===== src/rtl/aos_sr_app_gate_ctrl.sv =====
// SoftReg app gate: decodes the target app, gates disabled apps, serialises
// host reads with a timeout and keeps drop/timeout statistics.

package aos_sr_pkg;
  localparam int unsigned SR_ADDR_W = 32;
  localparam int unsigned SR_DATA_W = 64;

  typedef struct packed {
    logic                 valid;
    logic                 is_write;
    logic [SR_ADDR_W-1:0] addr;
    logic [SR_DATA_W-1:0] data;
  } soft_reg_req_t;

  typedef struct packed {
    logic                 valid;
    logic [SR_DATA_W-1:0] data;
  } soft_reg_resp_t;
endpackage

module aos_sr_app_gate_ctrl
  import aos_sr_pkg::*;
#(
  parameter int unsigned          SR_NUM_APPS    = 2,
  parameter int unsigned          FIFO_LOG_DEPTH = 2,
  parameter int unsigned          TIMEOUT_CYCLES = 1024,
  parameter logic [SR_DATA_W-1:0] ERR_DATA       = 64'hDEAD_BEEF_DEAD_BEEF
) (
  input  logic           clk,
  input  logic           rst,
  input  logic           app_enable [SR_NUM_APPS],
  input  soft_reg_req_t  host_sr_req,
  output soft_reg_resp_t host_sr_resp,
  output soft_reg_req_t  tree_sr_req,
  input  soft_reg_resp_t tree_sr_resp,
  output logic           busy,
  output logic [15:0]    timeout_count,
  output logic [15:0]    drop_count
);

  localparam int unsigned ID_BITS = $clog2(SR_NUM_APPS);
  localparam int unsigned ID_W    = (ID_BITS == 0) ? 1 : ID_BITS;
  localparam int unsigned DEPTH   = 1 << FIFO_LOG_DEPTH;
  localparam int unsigned PTR_W   = FIFO_LOG_DEPTH;
  localparam int unsigned CNT_W   = FIFO_LOG_DEPTH + 1;
  localparam int unsigned TMR_W   = $clog2(TIMEOUT_CYCLES + 1);
  localparam int unsigned SUM_W   = 18;

  typedef enum logic {
    ST_IDLE = 1'b0,
    ST_WAIT = 1'b1
  } state_t;

  state_t         state_q, state_d;
  logic [TMR_W-1:0] timer_q, timer_d;

  soft_reg_req_t  mem [DEPTH];
  logic [PTR_W-1:0] wr_ptr_q, rd_ptr_q;
  logic [CNT_W-1:0] count_q, count_d;
  logic           fifo_empty, fifo_full;
  logic           push, pop;
  soft_reg_req_t  head;
  logic [ID_W-1:0] head_id;
  logic           head_en;

  soft_reg_req_t  tree_req_d;
  soft_reg_resp_t host_resp_d;
  logic           drop_fifo, drop_head, drop_resp, to_inc;
  logic [SUM_W-1:0] drop_sum;

  // Input queue status; overflow discards the incoming request
  assign fifo_empty = (count_q == '0);
  assign fifo_full  = (count_q == CNT_W'(DEPTH));
  assign push       = host_sr_req.valid && !fifo_full;
  assign drop_fifo  = host_sr_req.valid && fifo_full;
  assign head       = mem[rd_ptr_q];
  assign count_d    = count_q + CNT_W'(push) - CNT_W'(pop);

  // App id decode from the low address bits of the queue head
  generate
    if (ID_BITS == 0) begin : g_single_app
      assign head_id = '0;
    end else begin : g_multi_app
      assign head_id = head.addr[ID_BITS-1:0];
    end
  endgenerate

  // Ids beyond the app count never match and read as disabled
  always_comb begin
    head_en = 1'b0;
    for (int unsigned i = 0; i < SR_NUM_APPS; i++) begin
      if (head_id == ID_W'(i)) head_en = app_enable[i];
    end
  end

  // Queue storage, written only on accepted pushes
  always_ff @(posedge clk) begin
    if (push) mem[wr_ptr_q] <= host_sr_req;
  end

  // Queue pointers and occupancy
  always_ff @(posedge clk) begin
    if (rst) begin
      wr_ptr_q <= '0;
      rd_ptr_q <= '0;
      count_q  <= '0;
    end else begin
      if (push) wr_ptr_q <= wr_ptr_q + PTR_W'(1);
      if (pop)  rd_ptr_q <= rd_ptr_q + PTR_W'(1);
      count_q <= count_d;
    end
  end

  // FSM state register
  always_ff @(posedge clk) begin
    if (rst) begin
      state_q <= ST_IDLE;
      timer_q <= '0;
    end else begin
      state_q <= state_d;
      timer_q <= timer_d;
    end
  end

  // Next state, head dispatch and response selection
  always_comb begin
    state_d     = state_q;
    timer_d     = timer_q;
    pop         = 1'b0;
    tree_req_d  = '0;
    host_resp_d = '0;
    drop_head   = 1'b0;
    drop_resp   = 1'b0;
    to_inc      = 1'b0;
    unique case (state_q)
      ST_IDLE: begin
        if (tree_sr_resp.valid) drop_resp = 1'b1;
        if (!fifo_empty) begin
          pop = 1'b1;
          if (head.is_write) begin
            if (head_en) tree_req_d = head;
            else         drop_head  = 1'b1;
          end else if (head_en) begin
            tree_req_d = head;
            timer_d    = TMR_W'(TIMEOUT_CYCLES);
            state_d    = ST_WAIT;
          end else begin
            host_resp_d.valid = 1'b1;
            host_resp_d.data  = ERR_DATA;
          end
        end
      end
      ST_WAIT: begin
        if (tree_sr_resp.valid) begin
          host_resp_d = tree_sr_resp;
          state_d     = ST_IDLE;
        end else if (timer_q == TMR_W'(1)) begin
          host_resp_d.valid = 1'b1;
          host_resp_d.data  = ERR_DATA;
          to_inc            = 1'b1;
          state_d           = ST_IDLE;
        end else begin
          timer_d = timer_q - TMR_W'(1);
        end
        // Writes keep flowing while a read is outstanding; reads stall the queue
        if (!fifo_empty && head.is_write) begin
          pop = 1'b1;
          if (head_en) tree_req_d = head;
          else         drop_head  = 1'b1;
        end
      end
      default: state_d = ST_IDLE;
    endcase
  end

  // Up to three drop sources can fire in one cycle
  assign drop_sum = SUM_W'(drop_count) + SUM_W'(drop_fifo) + SUM_W'(drop_head)
                  + SUM_W'(drop_resp);

  // Registered outputs and saturating counters
  always_ff @(posedge clk) begin
    if (rst) begin
      host_sr_resp  <= '0;
      tree_sr_req   <= '0;
      timeout_count <= '0;
      drop_count    <= '0;
    end else begin
      host_sr_resp <= host_resp_d;
      tree_sr_req  <= tree_req_d;
      if (to_inc && (timeout_count != 16'hFFFF)) timeout_count <= timeout_count + 16'd1;
      drop_count <= (drop_sum > SUM_W'(16'hFFFF)) ? 16'hFFFF : drop_sum[15:0];
    end
  end

  assign busy = (state_q == ST_WAIT);

endmodule


===== config.mk =====
export PLATFORM = sky130hd
export DESIGN_NAME = aos_sr_app_gate_ctrl
export DESIGN_NICKNAME = d
export VERILOG_FILES = /design/src/rtl/aos_sr_app_gate_ctrl.sv
export SDC_FILE = /design/constraint.sdc
export NUM_CORES = 1
export LEC_CHECK = 0
export CAP_MARGIN = 10
export CORE_AREA = 2 2 232 234
export DETAILED_ROUTE_END_ITERATION = 12
export DIE_AREA = 0 0 234 236
export MAX_ROUTING_LAYER = met4
export PLACE_DENSITY = 0.68
export REMOVE_ABC_BUFFERS = 1
export SLEW_MARGIN = 20
export SYNTH_ARGS = -nofsm -noshare
export SYNTH_HDL_FRONTEND = slang
export SYNTH_SLANG_ARGS = --single-unit

===== constraint.sdc =====
create_clock -name clk -period 4.67 [get_ports clk]
set_input_delay 0.934 -clock clk [delete_from_list [all_inputs] [get_ports clk]]
set_output_delay 0.934 -clock clk [all_outputs]
set_load 0.05 [all_outputs]

# Word-level counts from Yosys, hierarchy flattened
# Memories as Yosys holds them, arrays and structs flattened. A register that Yosys moved wholly into a read port is not among the register bits.
# Cells that the tools add are included.
totals:
  mem_bits_rw: 392
  out_inout_bits: 196
  mem_count: 1
  inputBits: 167
  word_cells: 85
  regBits: 214
op_classes:
  bitwise: 1
  mux: 44
  n_addsub: 9
  n_eq_ne: 8
  reduce_logical: 8
  order_cmp: 1
mem_list:
  columns: ["memory", "words", "width", "rd", "rd_clocked_by_memory_dff", "write_ports", "line", "text"]
  rows:
  - ["mem", 4, 98, 1, 1, 1, "57", "soft_reg_req_t mem [DEPTH];"]
op_table:
  columns: ["op", "count"]
  rows:
  - ["98-bit 2-to-1 mux", 6]
  - ["65-bit 2-to-1 mux", 5]
  - ["98-bit one-hot mux with 2 select lines", 1]
  - ["65-bit one-hot mux with 2 select lines", 1]
  - ["11-bit 2-to-1 mux", 5]
  - ["11-bit one-hot mux with 2 select lines", 1]
  - ["1-bit 2-to-1 mux", 19]
  - ["17-bit by 1-bit adder with 18-bit output", 1]
  - ["18-bit by 1-bit adder with 18-bit output", 1]
  - ["18-bit by 16-bit > comparator with 1-bit output (second input constant)", 1]
  - ["16-bit by 1-bit adder with 17-bit output", 1]
  - ["16-bit by 1-bit adder with 16-bit output (second input constant)", 1]
  - ["16-bit 2-to-1 mux", 1]
  - ["16-bit inequality test (second input constant)", 1]
  - ["11-bit by 1-bit == test with 1-bit output (second input constant)", 1]
  - ["11-bit by 1-bit subtractor with 11-bit output (second input constant)", 1]
  - ["2-bit inequality test (second input constant)", 5]
  - ["1-bit one-hot mux with 2 select lines", 3]
  - ["5-bit AND reduction", 1]
  - ["2-bit by 1-bit adder with 2-bit output (second input constant)", 2]
  - ["1-bit logical AND", 4]
  - ["2-bit 2-to-1 mux", 2]
  - ["3-bit by 1-bit adder with 3-bit output", 1]
  - ["3-bit == test (second input constant)", 1]
  - ["other kinds (4)", 5]

# Longest topological paths before layout
# Gate-level depths: netlist of run 1.
depth:
  word_depth: 9
  ltp_mapped: 13

# Worst setup path before layout of run 1
# OpenSTA, ideal clock, no wires.
synth_timing:
  kind: "input-to-reg"
  start: "input port host_sr_req[97] in the netlist's numbering"
  end: "memory mem[1][0] in the netlist's numbering (enable)"
  t_required_ns: 4.202
  setup_slack_ns: 0.606
  stages: 2
  n_path_buf: 0
  arrival_ns: 3.597
  cell_sequence: "a21boi_1 and2_1"
synth_between:
  elab_chain_cells: 3
synth_rtl:
  columns: ["element", "line", "text"]
  rows:
  - ["start: declaration", "32", "input soft_reg_req_t host_sr_req,"]
  - ["1-bit logical AND", "74", "assign push = host_sr_req.valid && !fifo_full;"]
  - ["1-bit 2-to-1 mux", "98", "if (push) mem[wr_ptr_q] <= host_sr_req;"]
  - ["1-bit 2-to-1 mux (not written as such)", "98", null]
  - ["end: declaration", "57", null]
# No other way between the ends.

# Worst setup path in the final report of run 1
layout_timing:
  start: "input port host_sr_req[97] in the netlist's numbering"
  end: "register drop_count[8]"
layout_between:
  elab_chain_cells: 6
layout_rtl:
  columns: ["element", "line", "text"]
  rows:
  - ["1-bit logical AND (*)", "75", "assign drop_fifo = host_sr_req.valid && fifo_full;"]
  - ["16-bit by 1-bit adder with 17-bit output (*)", "177", "assign drop_sum = SUM_W'(drop_count) + SUM_W'(drop_fifo) + SUM_W'(drop_head)"]
  - ["17-bit by 1-bit adder with 18-bit output (*)", "177", null]
  - ["18-bit by 1-bit adder with 18-bit output (*)", "178", "+ SUM_W'(drop_resp);"]
  - ["18-bit by 16-bit > comparator with 1-bit output", "191", "drop_count <= (drop_sum > SUM_W'(16'hFFFF)) ? 16'hFFFF : drop_sum[15:0];"]
  - ["16-bit 2-to-1 mux (*)", "191", null]
  - ["end signal: assignment", "191", null]
  - ["end: declaration", "38", "output logic [15:0] drop_count"]
# Every way passes the cells marked *; elsewhere a longest branch is shown, timed or not.
# A chain may end at the register's enable or synchronous reset.

==> results of run 1 <==
-- worst register-to-register path, delay by kind of cell, from the launching register on --
kind / cells / cell delay (ps)
and+or+nand+nor: 4 / 1110
buffers and inverters: 3 / 800
adders and majority gates: 2 / 560
muxes: 1 / 440
DFF: 1 / 340
AOI/OAI and AO/OA: 1 / 280
-- state kept, by name (all words and copies together), names as in the netlist, named ones only --
name,count
busy,1
wr_ptr_q,2
host_sr_resp,65
rd_ptr_q,2
timeout_count,16
drop_count,16
mem,392
timer_q,11
tree_sr_req,98
count_q,3
-- layer usage --
layer / vias up / share of wire / GRT usage / wire [um]
met4: 0 / 0.026 / 0.0587 / 1190
met1: 5784 / 0.40 / 0.203 / 18400
met3: 80 / 0.082 / 0.0449 / 3740
met2: 380 / 0.49 / 0.279 / 22400
li1: 5365 / - / - / -
met5: - / 0 / - / 0
-- power by group through the flow --
| stage | clock [W] | combinational (W) | sequential [W] |
|---|---|---|---|
| CTS | 0.00489 | 0.00415 | 0.00672 |
| global placement | 0 | 0.00411 | 0.00680 |
| floorplan | 0 | 0.00161 | 0.00808 |
| global route | 0.00510 | 0.00434 | 0.00677 |
| finish | 0.00475 | 0.00405 | 0.00670 |
| detailed placement | 0 | 0.00412 | 0.00683 |
-- kinds of logic after synthesis --
| family | count (synthesis) | share of synthesized area |
|---|---|---|
| buffers and inverters | 74 | 0.0151 |
| adder cells (fa/ha/maj) | 14 | 0.00923 |
| XOR/XNOR | 34 | 0.0139 |
| flip-flops | 608 | 0.751 |
| AND/OR/NAND/NOR | 303 | 0.0819 |
| AO/OA/AOI/OAI | 88 | 0.0235 |
| multiplexers | 102 | 0.105 |
-- cell type report --
cell class                 count  area, um2  share of cell area
antenna                        7       17.5            0.000627
clock buffer                  79       1700              0.0607
clock inverter                32        305              0.0109
inverter                      15       56.3             0.00202
multi-input combinational    541       5030               0.180
sequential                   608      16100               0.577
tap                          696        871              0.0312
timing repair buffer         382       3850               0.138
-- cells in the final DEF, fill, tap and decap left out, types with 4 or more instances in the layout --
cell type | netlist | layout
sky130_fd_sc_hd__clkdlybuf4s50_1 | 0 | 362
sky130_fd_sc_hd__mux4_2 | 98 | 98
sky130_fd_sc_hd__nand4_1 | 9 | 9
sky130_fd_sc_hd__clkbuf_1 | 35 | 9
sky130_fd_sc_hd__and2_4 | 0 | 4
sky130_fd_sc_hd__xnor2_1 | 23 | 23
sky130_fd_sc_hd__diode_2 | 0 | 7
sky130_fd_sc_hd__nand2b_1 | 7 | 7
sky130_fd_sc_hd__buf_4 | 0 | 14
sky130_fd_sc_hd__buf_12 | 0 | 6
sky130_fd_sc_hd__clkinv_2 | 0 | 12
sky130_fd_sc_hd__o21ai_0 | 51 | 51
sky130_fd_sc_hd__a31o_2 | 4 | 4
sky130_fd_sc_hd__dfxtp_1 | 216 | 214
sky130_fd_sc_hd__nor2_1 | 40 | 40
sky130_fd_sc_hd__nor4_1 | 11 | 11
sky130_fd_sc_hd__nand2_1 | 19 | 19
sky130_fd_sc_hd__edfxtp_1 | 392 | 392
sky130_fd_sc_hd__a21oi_1 | 23 | 23
sky130_fd_sc_hd__xor2_1 | 11 | 11
sky130_fd_sc_hd__clkbuf_16 | 0 | 62
sky130_fd_sc_hd__and3_1 | 24 | 24
sky130_fd_sc_hd__clkinvlp_4 | 0 | 5
sky130_fd_sc_hd__nand3_1 | 12 | 12
sky130_fd_sc_hd__clkbuf_8 | 0 | 8
sky130_fd_sc_hd__ha_1 | 11 | 11
sky130_fd_sc_hd__nor2b_1 | 151 | 151
sky130_fd_sc_hd__clkinv_1 | 0 | 6
sky130_fd_sc_hd__inv_1 | 15 | 15
sky130_fd_sc_hd__nor3_1 | 9 | 9
-- worst paths after layout --
kind                        end  slack (ps)
hold reg to reg     wr_ptr_q[1]         510
hold / removal      wr_ptr_q[1]         510
setup reg to reg  drop_count[8]        1060
setup / recovery  drop_count[8]         990
-- stage by stage --
step,setup TNS [ps],util,total power [W]
floorplan,-338200,-,0.00968
CTS,0,0.526,0.0158
detailed placement,0,0.488,0.0110
global placement,0,0.488,0.0109
finish,0,0.526,0.0155
global route,0,0.526,0.0162
==> flow_summary.toml, run 1 <==
[power_and_ir_drop]
internal-power_w = 0.0109
power.share.combinational = 0.261
power_frac_seq = 0.433
power_switching_w = 0.00462
netSwitchingFraction = 0.298
power_leakage_nw = 9.34
power.ir.vdd_worst_mv = 0.345
share_clk_of_total_power = 0.307
power-per-cell-area_nw_per_um2 = 555

[placement]
place.port_buffers = 362
pre_cts_slack_ps = 374
gp_congestion = 0.805
post_dp_cell_area_um2 = 25900
placed_cells = 2242
detailed_place_hpwl_um = 28400

[setup_path]
crit_buf_inv = 4
largest_fanout_of_any_net_on_the_critical_path = 14
crit_path_end_kind = "flip-flop"
crit_family = "simple AND/OR/NAND/NOR gates"
rr_worst_depth = 11
worstPathArrival_ps = 4220
worstSetupPathType = "input pin to flip-flop"
critPathMaxStageDelay_ps = 560
cp_slowest_cell = "sky130_fd_sc_hd__clkdlybuf4s50_1"
number_of_gates_on_the_worst_path_with_buffers_counted = 12
crit_path_cell_trace = "clkdlybuf4s50_1, nand3_1, fa_1, inv_1, ha_1, inv_1, fa_1, nand3b_1, nor4_1, buf_4, nand3_1, a21oi_1"
critical_path.startpoint = "host_sr_req[97]"
cp-start-kind = "input pin"
crit_required_ps = 5220

[yosys]
synth_top_flop_cell = "sky130_fd_sc_hd__edfxtp_1"
asyncSetResetFlopFracSynth = 0
ys_ff_latch = 608
synth.yosys.warnings = 0
syn-cell-area_um2 = 21400
ys_top_cells_by_count = "sky130_fd_sc_hd__edfxtp_1 (392), sky130_fd_sc_hd__dfxtp_1 (216), sky130_fd_sc_hd__nor2b_1 (151)"
post_synth.cell_area_avg_um2 = 17.5
synth_cells = 1223
post_synth_num_cell_types = 49
synth_largest_type_area_fraction = 0.549
portion_of_the_post_synthesis_area_used_by_sequential_elements = 0.751
synth_enable_flop_cells = 392
synth_area_leader = "sky130_fd_sc_hd__edfxtp_1"
post_synth_main_area_contributors = "sky130_fd_sc_hd__edfxtp_1 (55%), sky130_fd_sc_hd__dfxtp_1 (20%), sky130_fd_sc_hd__mux4_2 (10%)"
synthMostInstantiatedCell = "sky130_fd_sc_hd__edfxtp_1"

[global_routing]
grt_antenna_before_repair = 5
grt_remaining_overflow = 0
grt_pass1_vias = 12113
grt_use_total = 0.170
grt_max_degree = 97
grt_first_pass_wirelength_um = 69400

[clock_network]
cts_setup_buffers = 0
cts.htree.levels = 2
cts-hold-fix-buffers = 0
tritoncts = "built"
clock-root-buffer = "sky130_fd_sc_hd__clkbuf_16"
cts.sinks = 608
cts.clk_slew.worst_paths_ps = 60
clockBufferDepth = 3
postCtsResizedCells = 0
tritoncts.num_buffers = 60
clk_latency_ps = 630

[cells_and_area]
final_design_area_no_fill_um2 = 27900
final_layout_size_suffix_gt1_frac = 0.142
fillCellCount = 4258
area.growth.synth_to_final_pct = 30.3
layout_nets = 1789
layoutNonFillerInstCount = 2360

[route]
wirelength_um = 45600
postRouteAntennaNets = 0
drt_first_pass_iters = 5
drt_iter0_drc = 662
detailroute.via_count = 11609
detail_route.vias_per_cell = 4.92
route.detailed.drc = 0
wire_per_inst_um = 19.3

[min_path]
hp_start = "wr_ptr_q[1]"
hold_path.class = "flip-flop to flip-flop"
holdPathStages = 2

[floorplanning]
num_rows = 85
floorplan.io_pins = 363
initial_core_util = 0.404
core_um2 = 53100
die_h_um = 236
die_width_um = 234
die-area_um2 = 55200

[timing]
final-hold-violation-count = 0
finalWorstPathRequiredPeriod_ps = 3680
setup_ws_ps = 995
finalSetupViolCount = 0
unrepaired_setup_endpoints_after_global_routing = "false"
final.period_utilization = 0.787
fin_hold_ws_ps = 511
clock-skew-final_ps = 32.3
slew_of_the_pin_with_the_lowest_slew_margin_ps = 1000
report.final.slew_viol_count = 0
worst_slew_margin_rel = 0.331
maxClockFrequency_mhz = 272

[outcome]
run_status = "complete, no violations"

[run]
cap_viol_max_count = 0
Note: power is estimated with default switching activity, not from simulation.
==> run 2, diff against run 1 <==
clock period = 3.6 ns   (was 4.67 ns; I/O delays follow)
==> run 2 against run 1 <==
Compared with the run above: clock skew grew 5.6 ps; sequential power up 30%; global-route usage rose by 0.23 points; setup slack got worse by 670 ps; non-clock buffer count rose by 9; via count grew 0.66%; wire length increased by 0.80%; clock power grew 41%; combinational power rose by 30%; utilization increased by 0.57 points; final cell count grew 0.55%; power rose by 33%.
==> flow_summary.toml, run 2 (synthesis results as in run 1) <==
[placement]
post_dp_cell_area_um2 = 26000
pre_cts_slack_ps = -20.8
detailed_place_hpwl_um = 28400
gp_congestion = 0.831
place.port_buffers = 362

[cells_and_area]
largest_registers = "mem: 392 flops, tree_sr_req: 98 flops, host_sr_resp: 65 flops"
postLayoutCoreUtil = 0.532
largest_register_ff_count = 392
registers.top_by_ff_count = "mem"
area.growth.synth_to_final_pct = 31.7
final_layout_size_suffix_gt1_frac = 0.147
layout_nets = 1799
layout.cells.most_common = "sky130_fd_sc_hd__edfxtp_1"
layout_common_cells = "sky130_fd_sc_hd__edfxtp_1 (392), sky130_fd_sc_hd__clkdlybuf4s50_1 (362), sky130_fd_sc_hd__dfxtp_1 (214)"
final_design_area_no_fill_um2 = 28200

[clock_network]
tritoncts.num_buffers = 61
clockBufferDepth = 3
tritoncts = "built"
cts-hold-fix-buffers = 0
clock-root-buffer = "sky130_fd_sc_hd__clkbuf_16"
cts.sinks = 608
postCtsResizedCells = 0
clk_latency_ps = 640
cts.clk_slew.worst_paths_ps = 60
cts.htree.levels = 2
cts_setup_buffers = 0

[floorplanning]
die_h_um = 236
die_width_um = 234
num_rows = 85
core_um2 = 53100
initial_core_util = 0.404
floorplan.io_pins = 363
die-area_um2 = 55200

[setup_path]
critPathMaxStageDelay_ps = 560
crit_path_end_kind = "flip-flop"
ff2ff_setup_slack_ps = 320
worstPathArrival_ps = 3820
path_common_cell = "sky130_fd_sc_hd__buf_4"
worst_r2r_endpoint = "drop_count[6]"
largest_fanout_of_any_net_on_the_critical_path = 8
rr_worst_depth = 12
crit_required_ps = 4140
cp_slowest_cell = "sky130_fd_sc_hd__mux4_2"
crit_path_cell_trace = "mux4_2, mux2i_2, and3_1, ha_1, inv_1, fa_1, nand3b_1, nor4_1, buf_4, nand3_1, buf_4, a21oi_1"
cp-start-kind = "flip-flop"
worstSetupPathType = "flip-flop to flip-flop"

[timing]
final.period_utilization = 0.911
worst_slew_margin_rel = 0.313
maxClockFrequency_mhz = 305
clock-skew-final_ps = 37.8
totalNegativeSetupSlack_ps = 0
slew_of_the_pin_with_the_lowest_slew_margin_ps = 1030
unrepaired_setup_endpoints_after_global_routing = "false"
report.final.slew_viol_count = 0
finalSetupViolCount = 0
final-hold-violation-count = 0
fin_hold_ws_ps = 510
finalWorstPathRequiredPeriod_ps = 3280
setup_ws_ps = 322

[route]
wirelength_um = 46000
wire_per_inst_um = 19.4
detailroute.via_count = 11686
drt_first_pass_iters = 5
drt_iter0_drc = 705
route.detailed.drc = 0
postRouteAntennaNets = 0
detail_route.vias_per_cell = 4.92

[global_routing]
grt_first_pass_wirelength_um = 70600
grt_pass1_vias = 12373
grt_max_degree = 97
grt_antenna_before_repair = 6
grt_use_total = 0.173
grt_remaining_overflow = 0

[power_and_ir_drop]
power_switching_w = 0.00605
netSwitchingFraction = 0.293
power.ir.vdd_worst_mv = 0.469
power.share.combinational = 0.256
power_frac_seq = 0.420
power-per-cell-area_nw_per_um2 = 732
power_leakage_nw = 9.47
share_clk_of_total_power = 0.324
internal-power_w = 0.0146

[min_path]
holdPathStages = 2
hp_start = "wr_ptr_q[1]"
whs_endpoint = "wr_ptr_q[1]"
hold_path.class = "flip-flop to flip-flop"

[run]
cap_viol_max_count = 0

[outcome]
run_status = "complete, no violations"
==> run 2: routing by layer <==
metal / up-vias / share of wire / GRT usage
li1: 5400 / - / -
met1: 5835 / 0.40 / 0.202
met2: 380 / 0.49 / 0.287
met3: 71 / 0.080 / 0.0492
met4: 0 / 0.024 / 0.0537
met5: - / 0 / -
==> run 2: power by group through the flow <==
stage	Clock [W]	Sequential, W	Combinational, W
3_5_place_dp	0	0.00884	0.00539
2_1_floorplan	0	0.0105	0.00208
4_1_cts	0.00685	0.00870	0.00541
5_1_grt	0.00714	0.00877	0.00567
3_3_place_gp	0	0.00880	0.00537
6_report	0.00669	0.00868	0.00528
==> run 2: critical path: cells and delay by family (launching register included) <==
kind / cells / cell delay [ps]
muxes: 2 / 930
and+or+nand+nor: 4 / 780
adders and majority gates: 2 / 550
buffers and inverters: 3 / 420
DFF: 1 / 380
AOI/OAI and AO/OA: 1 / 150
==> run 2: worst max-delay path by stage <==
stage                    start             end  slack, ps  depth (start not counted)
2_1_floorplan        flip-flop   drop_count[0]      -3640                         10
3_3_place_gp   host_sr_req[97]  drop_count[12]         20                         13
3_5_place_dp   host_sr_req[97]   drop_count[6]        -20                         13
4_1_cts              flip-flop   drop_count[6]        310                         12
5_1_grt              flip-flop   drop_count[8]        130                         12
6_report             flip-flop   drop_count[6]        320                         12
==> run 2: final cells by class <==
cell class                 instances  area [um2]
timing repair buffer             391        3970
fill                            4204       24800
clock buffer                      80        1710
antenna                            7        17.5
inverter                          15        56.3
sequential                       608       16100
tap                              696         871
multi-input combinational        541        5030
clock inverter                    35         474
==> run 2: through the flow <==
step                total power, W  std cells
floorplan                   0.0126       1164
global placement            0.0142       2251
detailed placement          0.0142       2251
CTS                         0.0210       2366
global route                0.0216       2372
finish                      0.0207       2373
==> run 3, diff against run 2 <==
PLACE_DENSITY = 0.72   (was 0.68)
==> run 3 against run 2 <==
Compared with the run above: register-to-register slack better by 80 ps; critical path depth unchanged; largest cell class unchanged; setup slack improved by 83 ps; sequential power about the same; flip-flop and latch count stayed put; fmax rose by 2.6%; first-iteration DRC count decreased by 5.8%; clock-buffer cell count rose by 15; non-clock buffer count grew 5; final area up 0.16%; die area unchanged; clock skew down 15 ps.
==> flow_summary.toml, run 3 (synthesis results as in run 1) <==
[power_and_ir_drop]
power-per-cell-area_nw_per_um2 = 729
power_leakage_nw = 9.52
share_clk_of_total_power = 0.320
power.ir.vdd_worst_mv = 0.586
internal-power_w = 0.0145
power_frac_seq = 0.421
netSwitchingFraction = 0.294
power_switching_w = 0.00606
power.share.combinational = 0.259

[route]
drt-met1-wl_um = 18700
drt_first_pass_iters = 4
top_layer = "met4"
route.detailed.drc = 0
detailroute.via_count = 11726
wirelength_um = 46700
detail_route.vias_per_cell = 4.92
routed-wl-met2_um = 23200
postRouteAntennaNets = 0
drt_iter0_drc = 664
wire_per_inst_um = 19.6
dr_wl_met3_um = 3620

[global_routing]
grt_use_total = 0.174
grt_first_pass_wirelength_um = 70500
grt_max_degree = 97
grt_remaining_overflow = 0
grt_antenna_before_repair = 6
grt_pass1_vias = 12424

[floorplanning]
num_rows = 85
die_width_um = 234
initial_core_util = 0.404
die-area_um2 = 55200
floorplan.io_pins = 363
core_um2 = 53100
die_h_um = 236

[timing]
report.final.slew_viol_count = 0
finalSetupViolCount = 0
worst_slew_margin_rel = 0.312
slew_of_the_pin_with_the_lowest_slew_margin_ps = 1030
maxClockFrequency_mhz = 313
setup_ws_ps = 405
unrepaired_setup_endpoints_after_global_routing = "false"
final.period_utilization = 0.888
finalWorstPathRequiredPeriod_ps = 3200
final-hold-violation-count = 0
clock-skew-final_ps = 22.4

[setup_path]
worstPathArrival_ps = 3650
worst_r2r_endpoint = "drop_count[12]"
rr_worst_depth = 12
largest_fanout_of_any_net_on_the_critical_path = 4
ff2ff_setup_slack_ps = 400
worstSetupPathType = "flip-flop to flip-flop"
crit_required_ps = 4050
crit_path_end_kind = "flip-flop"
cp-start-kind = "flip-flop"

[min_path]
hold_path.class = "flip-flop to flip-flop"
hp_start = "wr_ptr_q[1]"
whs_endpoint = "wr_ptr_q[1]"
holdPathStages = 2

[cells_and_area]
layout_nets = 1809
final_layout_size_suffix_gt1_frac = 0.151
fillCellCount = 4231
layout_common_cells = "sky130_fd_sc_hd__edfxtp_1 (392), sky130_fd_sc_hd__clkdlybuf4s50_1 (362), sky130_fd_sc_hd__dfxtp_1 (214)"
layoutNonFillerInstCount = 2383
registers.top_by_ff_count = "mem"
area.growth.synth_to_final_pct = 31.9
largest_register_ff_count = 392
layout.cells.most_common = "sky130_fd_sc_hd__edfxtp_1"
largest_registers = "mem: 392 flops, tree_sr_req: 98 flops, host_sr_resp: 65 flops"

[clock_network]
cts_setup_buffers = 0
cts.clk_slew.worst_paths_ps = 60
clock-root-buffer = "sky130_fd_sc_hd__clkbuf_16"
cts.htree.levels = 3
tritoncts = "built"
cts-hold-fix-buffers = 0
tritoncts.num_buffers = 66
clk_latency_ps = 590
clockBufferDepth = 3
postCtsResizedCells = 0
cts.sinks = 608

[placement]
detailed_place_hpwl_um = 29200
pre_cts_slack_ps = -108
gp_congestion = 0.826
place.port_buffers = 362
placed_cells = 2256

[run]
cap_viol_max_count = 0

[outcome]
run_status = "complete, no violations"
==> run 3: cell count changes in the layout (fill, tap and decap cells not counted), sizes merged <==
cell      previous run  this run
diode                7         6
bufinv               9         3
clkbuf              80        95
buf                 29        34
inv                 16        18
clkinvlp             6         1
==> run 3: how the worst max path moves through the flow <==
stage,from,to,slack (ps),cells past startpoint
after floorplan,flip-flop,drop_count[0],-3640,10
after global placement,tree_sr_resp[64],drop_count[12],-70,13
after detailed placement,host_sr_req[97],drop_count[12],-110,13
after CTS,flip-flop,drop_count[12],390,12
after global routing,flip-flop,drop_count[12],230,12
final,flip-flop,drop_count[12],400,12
==> run 3: stage by stage <==
step | cell area (um2) | total power [W] | hold slack [ps] | utilization | TNS, ps
after floorplan | 21200 | 0.0126 | 463 | - | -631080
after global placement | 26100 | 0.0142 | 497 | 0.492 | -114
after detailed placement | 26100 | 0.0143 | 502 | 0.492 | -496
after CTS | 28200 | 0.0209 | 510 | 0.532 | 0
after global routing | 28300 | 0.0215 | 551 | 0.533 | 0
final | 28300 | 0.0206 | 505 | 0.533 | 0
==> run 3: cell type report <==
type | instances | area, um2 | area share
sequential | 608 | 16100 | 0.570
multi-input combinational | 541 | 5040 | 0.178
timing repair buffer | 396 | 4040 | 0.143
clock buffer | 95 | 1900 | 0.0672
tap | 696 | 871 | 0.0308
clock inverter | 26 | 248 | 0.00876
inverter | 15 | 56.3 | 0.00199
antenna | 6 | 15.0 | 0.000531
==> run 3: layer usage <==
| metal | up-vias | global-route usage |
|---|---|---|
| met3 | 78 | 0.0509 |
| met5 | - | - |
| met2 | 368 | 0.290 |
| li1 | 5421 | - |
| met4 | 0 | 0.0654 |
| met1 | 5859 | 0.196 |
==> run 3: worst max-delay path, stage by stage (launching register included) <==
cell and delay (ps):
sky130_fd_sc_hd__dfxtp_4 370, sky130_fd_sc_hd__mux4_2 560, sky130_fd_sc_hd__mux2i_2 250, sky130_fd_sc_hd__and3_1 190
sky130_fd_sc_hd__ha_1 170, sky130_fd_sc_hd__inv_1 60, sky130_fd_sc_hd__fa_1 390, sky130_fd_sc_hd__nand3b_1 200
sky130_fd_sc_hd__nor4_1 390, sky130_fd_sc_hd__buf_4 200, sky130_fd_sc_hd__nand2_1 60, sky130_fd_sc_hd__xor2_1 150
sky130_fd_sc_hd__a21oi_1 80
==> run 3: power by group through the flow <==
stage	sequential (W)	combinational (W)	clock, W
2_1_floorplan	0.0105	0.00208	0
3_3_place_gp	0.00879	0.00539	0
3_5_place_dp	0.00883	0.00543	0
4_1_cts	0.00869	0.00545	0.00679
5_1_grt	0.00875	0.00570	0.00707
6_report	0.00868	0.00534	0.00659
